$ cat src/rtl/rr_mux_arbiter.sv
// Registered N:1 multiplexer with per-channel valid/ready.
// Selection is round-robin (MODE 0) or by explicit channel address (MODE 1).
module rr_mux_arbiter #(
   parameter int unsigned WIDTH    = 32,
   parameter int unsigned CHANNELS = 4,
   parameter int unsigned MODE     = 0,
   parameter int unsigned SELW     = $clog2(CHANNELS)
) (
   input  logic                      clk,
   input  logic                      reset,
   input  logic [CHANNELS*WIDTH-1:0] in_data,
   input  logic [CHANNELS-1:0]       in_valid,
   output logic [CHANNELS-1:0]       in_ready,
   input  logic [SELW-1:0]           sel,
   output logic [WIDTH-1:0]          out_data,
   output logic [SELW-1:0]           out_chan,
   output logic                      out_valid,
   input  logic                      out_ready
);

   logic [WIDTH-1:0]    r_out_data;
   logic [SELW-1:0]     r_out_chan;
   logic                r_out_valid;
   logic [SELW-1:0]     r_last;

   logic                w_load_en;
   logic [CHANNELS-1:0] w_grant;
   logic [SELW-1:0]     w_gidx;
   logic                w_any;
   logic [SELW-1:0]     w_cand;
   logic [WIDTH-1:0]    w_data;

   assign w_load_en = !r_out_valid || out_ready;

   always_comb begin
      w_grant = '0;
      w_gidx  = '0;
      w_any   = 1'b0;
      w_cand  = '0;
      if (MODE == 0) begin
         // Search starts one past the last granted channel and wraps modulo CHANNELS.
         for (int unsigned k = 1; k <= CHANNELS; k++) begin
            w_cand = SELW'((32'(r_last) + k) % CHANNELS);
            if (!w_any && in_valid[w_cand]) begin
               w_grant[w_cand] = 1'b1;
               w_gidx          = w_cand;
               w_any           = 1'b1;
            end
         end
      end else begin
         if (32'(sel) < CHANNELS) begin
            if (in_valid[sel]) begin
               w_grant[sel] = 1'b1;
               w_gidx       = sel;
               w_any        = 1'b1;
            end
         end
      end
   end

   always_comb begin
      w_data = '0;
      for (int unsigned i = 0; i < CHANNELS; i++) begin
         if (w_grant[i]) w_data = in_data[i*WIDTH +: WIDTH];
      end
   end

   assign in_ready = (w_load_en && !reset) ? w_grant : '0;

   always_ff @(posedge clk or posedge reset) begin
      if (reset) begin
         r_out_data  <= '0;
         r_out_chan  <= '0;
         r_out_valid <= 1'b0;
         r_last      <= SELW'(CHANNELS - 1);
      end else if (w_load_en) begin
         if (w_any) begin
            r_out_data  <= w_data;
            r_out_chan  <= w_gidx;
            r_out_valid <= 1'b1;
            if (MODE == 0) r_last <= w_gidx;
         end else begin
            r_out_valid <= 1'b0;
         end
      end
   end

   assign out_data  = r_out_data;
   assign out_chan  = r_out_chan;
   assign out_valid = r_out_valid;

endmodule

$ cat config.mk
export PLATFORM = sky130hd
export DESIGN_NAME = rr_mux_arbiter
export DESIGN_NICKNAME = d
export VERILOG_FILES = /design/src/rtl/rr_mux_arbiter.sv
export SDC_FILE = /design/constraint.sdc
export NUM_CORES = 1
export LEC_CHECK = 0
export ABC_AREA = 1
export BUFFER_PORTS_ARGS = -buffer_cell sky130_fd_sc_hd__buf_4
export CAP_MARGIN = 10
export CORE_MARGIN = 2
export CORE_UTILIZATION = 25
export DETAILED_ROUTE_END_ITERATION = 12
export PLACE_DENSITY = 0.54
export SKIP_LAST_GASP = 1
export SLEW_MARGIN = 20
export SYNTH_ARGS = -nofsm -noshare
export SYNTH_HDL_FRONTEND = slang
export SYNTH_SLANG_ARGS = --single-unit
$ cat constraint.sdc
create_clock -name clk -period 2.3 [get_ports clk]
set_input_delay 0.345 -clock clk [delete_from_list [all_inputs] [get_ports clk]]
set_output_delay 0.345 -clock clk [all_outputs]
set_load 0.03 [all_outputs]
* Word-level counts from Yosys, hierarchy flattened
Index checks and enable logic that the tools add are counted.
Word-level totals: bits in registers 37, bits in latches 0, bits in writable memories 0, memory bits (read-only) 0, bits of input ports 137, output and inout port bits 39, logic and storage cells 68, memories kept 0
Cells by class: add/subtract/negate cells 4, multipliers 0, divide/modulo/power cells 0, magnitude comparators 8, eq/ne operators 0, shifts and indexed selects 0, multiplexer cells 34, bitwise gates (word level) 3, reductions and logical operators 15
Operators with widths (count):
- 2-to-1 mux 32 bit | 4
- 2-to-1 mux 4 bit | 5
- 2-to-1 mux 1 bit | 13
- less-than comparator 2 x 3 -> 1 bit, second input constant | 4
- OR 4 bit | 3
- binary-select mux 1 bit (select 2 bit) | 4
- demux 1 bit (select 2 bit) | 4
- greater-or-equal comparator 2 x 1 -> 1 bit, second input constant | 4
- logical AND 1 bit | 8
- 2-to-1 mux 2 bit | 4
- zero test 1 bit | 5
- adder 2 x 1 -> 2 bit, second input constant | 2
- adder 2 bit, second input constant | 2
- AND reduction 2 bit | 1
- logical OR 1 bit | 1

* Longest topological paths before layout
word-level depth 17, gate-level depth with buffers 17, gate-level depth less buffers 15

* Least setup slack after synthesis
Ideal clock, no wire load.
kind reg-to-output, start reg r_last[0], end out in_ready[3], arrival time 2201 ps, data required time 1955 ps, path slack -246 ps, stages on the path, launching flop included 14, path buffers 3, cell sequence dfstp_2 -> buf_6 -> inv_4 -> ha_1 -> inv_1 -> nand3_1 -> nand2_1 -> nor3_2 -> nand2_1 -> nand3_2 -> buf_6 -> buf_2 -> nand2_1 -> inv_1
On the way: word-level cells in the longest chain between the ends 14, elaborated cells on any way between the ends 49, those cells by class add/sub (4); order compare (8); mux (24); bitwise (3); reduce/logical (10)
RTL lines:
- start: declaration | RTL line 24 | logic [SELW-1:0] r_last;
- start signal: assignment | RTL line 75 | r_last <= SELW'(CHANNELS - 1);
- start signal: assignment | RTL line 81 | if (MODE == 0) r_last <= w_gidx;
- branches (longest 12 deep; another with less-than comparator 2 x 3 -> 1 bit)
- 2-to-1 mux 4 bit * | RTL line 44 | if (!w_any && in_valid[w_cand]) begin
- 2-to-1 mux 4 bit * | RTL line 68 | assign in_ready = (w_load_en && !reset) ? w_grant : '0;
- end: declaration | RTL line 13 | output logic [CHANNELS-1:0] in_ready,
Every way passes the cells marked *. The select of a mux whose other input is x is not followed.

* Final worst setup path
start reg r_last[0], end out in_ready[2]
The elaborated chain is that of the path after synthesis.

==> qor.yml <==
start_util: 0.2576
status: "finished with violations"
drtIter0Drc: 136
period_share: 1.060
cts_buffer_depth: 2
drtPass1Iterations: 6
synth_area_leader_cell: "nand2_1"
synth_area_per_cell_um2: 6.274
num_vias: 3951
area_delta_synth_final_pct: 58.22
ys_types: 29
period_minus_slack_ns: 2.438
drtAntennaViolNets: 0
num_antenna_cells: 0
antenna_found_initial: 0
slew_violations: 0
cts_inserted_buffers: 5
async_reset_ff_frac: 1.000
finalWirelength_mm: 12.20
finalClockSkew_ns: 0.003624
crit_arrival_ns: 2.09
rsz0062_at_grt: "true"
synth_common_cells: "nand2_1, inv_1, a21oi_1"
globalRouteTotalUtil: 0.1522
dp.final_hpwl_mm: 8.384
io_buffers: 173
route.detailed.drc: 0
synthTopCellsByArea: "nand2_1, dfrtp_1, a21oi_1"
ys_ff_latch: 37
path_max_fanout: 4
synth-edff-count: 0
syn_inst: 548
wl_per_cell_um: 13.44
core-area_mm2: 0.01335
power_density_mw_per_mm2: 2055
synth-main-ff-cell: "dfrtp_1"
drv_cap: 0
clock_sinks: 37
io_pins: 176
finalSetupViolations: 36
clockRootBuffer: "clkbuf_16"
startpoint: "r_last[0]"
setup_ws_ns: -0.1377
cts.clk_slew.worst_paths_ns: 0.06
gp_congestion: 0.7988
relSlewSlack: 0.6389
endpoint_kind: "primary output"
synth_most_common_cell: "nand2_1"
grt_max_degree: 39
syn_nets: 693
grt_pass1_vias: 3868
grt_overflow: 0
synth_top_area_frac: 0.2828
startpoint_type: "flip-flop"
hold_class: "in -> async"
tritoncts: "done"
row_count: 42
finalNetCount: 876
fin_util: 0.4076
cts.hold.buffers_added: 0
critPathKind: "reg -> out"
p_leak_nw: 3.141
violations: "setup timing"
fmax_mhz: 410.2
hold_viol: 0
yosys_warnings: 0
h-tree-depth: 2
worstPathRequired_ns: 1.96
clk_latency_ns: 0.29
netlist_area_mm2: 0.003438
worstMarginPinSlew_ns: 0.5349
grt_pass1_wl_mm: 18.12
die_h_um: 121.3
die_area_mm2: 0.01471
worst_hold_slack_ns: 0.2326
drive_above_1_share: 0.3852
die_x_um: 121.3
vdd_drop_max_v: 0.0006760
via_per_inst: 4.351
timing.rr.start: "r_last[0]"
final.fill_count: 1426
yosysSeqAreaShare: 0.2700
final timing paths:
| path | endpoint | slack [ns] | cells after the start |
|---|---|---|---|
| worst max register to register | out_data[16] | -0.10 | 17 |
| worst min register to register | out_chan[0] | 0.48 | 2 |
| max in group asynchronous | r_last[1] | 1.70 | 3 |
| min in group clk | out_data[13] | 0.36 | 5 |
| worst max-delay path | in_ready[2] | -0.14 | 9 |
| worst min-delay path | out_data[15] | 0.23 | 3 |
logic make-up after synthesis:
group,after synthesis,share of synthesized area
fa+ha+maj,8,0.02911
compound gates,108,0.2009
flops,37,0.2700
buf+inv,112,0.1583
simple gates,283,0.3417
metal layers:
layer	part of all wire	vias up	routed length (um)	GRT usage
met5	0	-	0	0
met4	0.0090	0	110	0.03089
met3	0.075	10	915	0.03900
met2	0.49	122	5959	0.2732
met1	0.43	1781	5212	0.1832
li1	-	2038	-	-
worst max-delay path: stages, from the launching register on:
cell	delay (ns)
dfstp_2	0.57
inv_6	0.05
ha_4	0.29
inv_4	0.05
nand3_2	0.08
nand2_2	0.09
nor2_4	0.20
nand3_4	0.12
a31oi_4	0.19
buf_6	0.15
metrics by stage:
stage	instances	worst slack, ns	power [mW]	area [um2]	TNS, ns
3_5_place_dp	883	-0.008066	9.388	4982	-0.01659
2_1_floorplan	548	0.01060	7.377	3470	0
6_report	908	-0.1377	11.18	5440	-2.477
5_1_grt	908	-0.2138	12.30	5440	-6.669
3_3_place_gp	883	0.02851	9.260	4982	0
4_1_cts	902	-0.1547	10.60	5288	-4.122
where the power goes:
part           leakage, nW  switching [mW]  internal (mW)  total (mW)
clock               0.0652           0.269          0.404       0.673
sequential           0.454           0.177           1.03        1.21
combinational         2.62            5.46           3.84        9.30
cell type report:
class                   count  area (um2)  share of cell area
repair buffers            206        1763              0.3241
multi-input cells         399        2064              0.3795
inverters                  82       327.8             0.06026
well taps                 176       220.2             0.04048
flip-flops and latches     37       928.4              0.1707
clock buffers               8       136.4             0.02507
registers in the layout, indices dropped and copies added, names as in the netlist:
name / flops
r_last: 2
out_valid: 1
out_chan: 2
out_data: 32
placed cells by master (no fill, tap or decap), drive strengths merged:
cell type,count
a21oi,98
clkinv,1
nor3,1
clkbuf,12
a21boi,3
o21ai,3
o211ai,1
nand3,15
dfstp,2
a31oi,1
nand2,264
o311ai,1
inv,81
dfrtp,35
a22oi,1
buf,202
nor2,3
ha,8
what timing repair did:
| action | in CTS | in global routing |
|---|---|---|
| setup buffers | 11 | 1 |
| resized for setup | 18 | 10 |
| setup endpoints to repair | 13 | 36 |
| pin swaps | 13 | 18 |
| cloned | 0 | 5 |
Power figures use the tool's default switching activity.
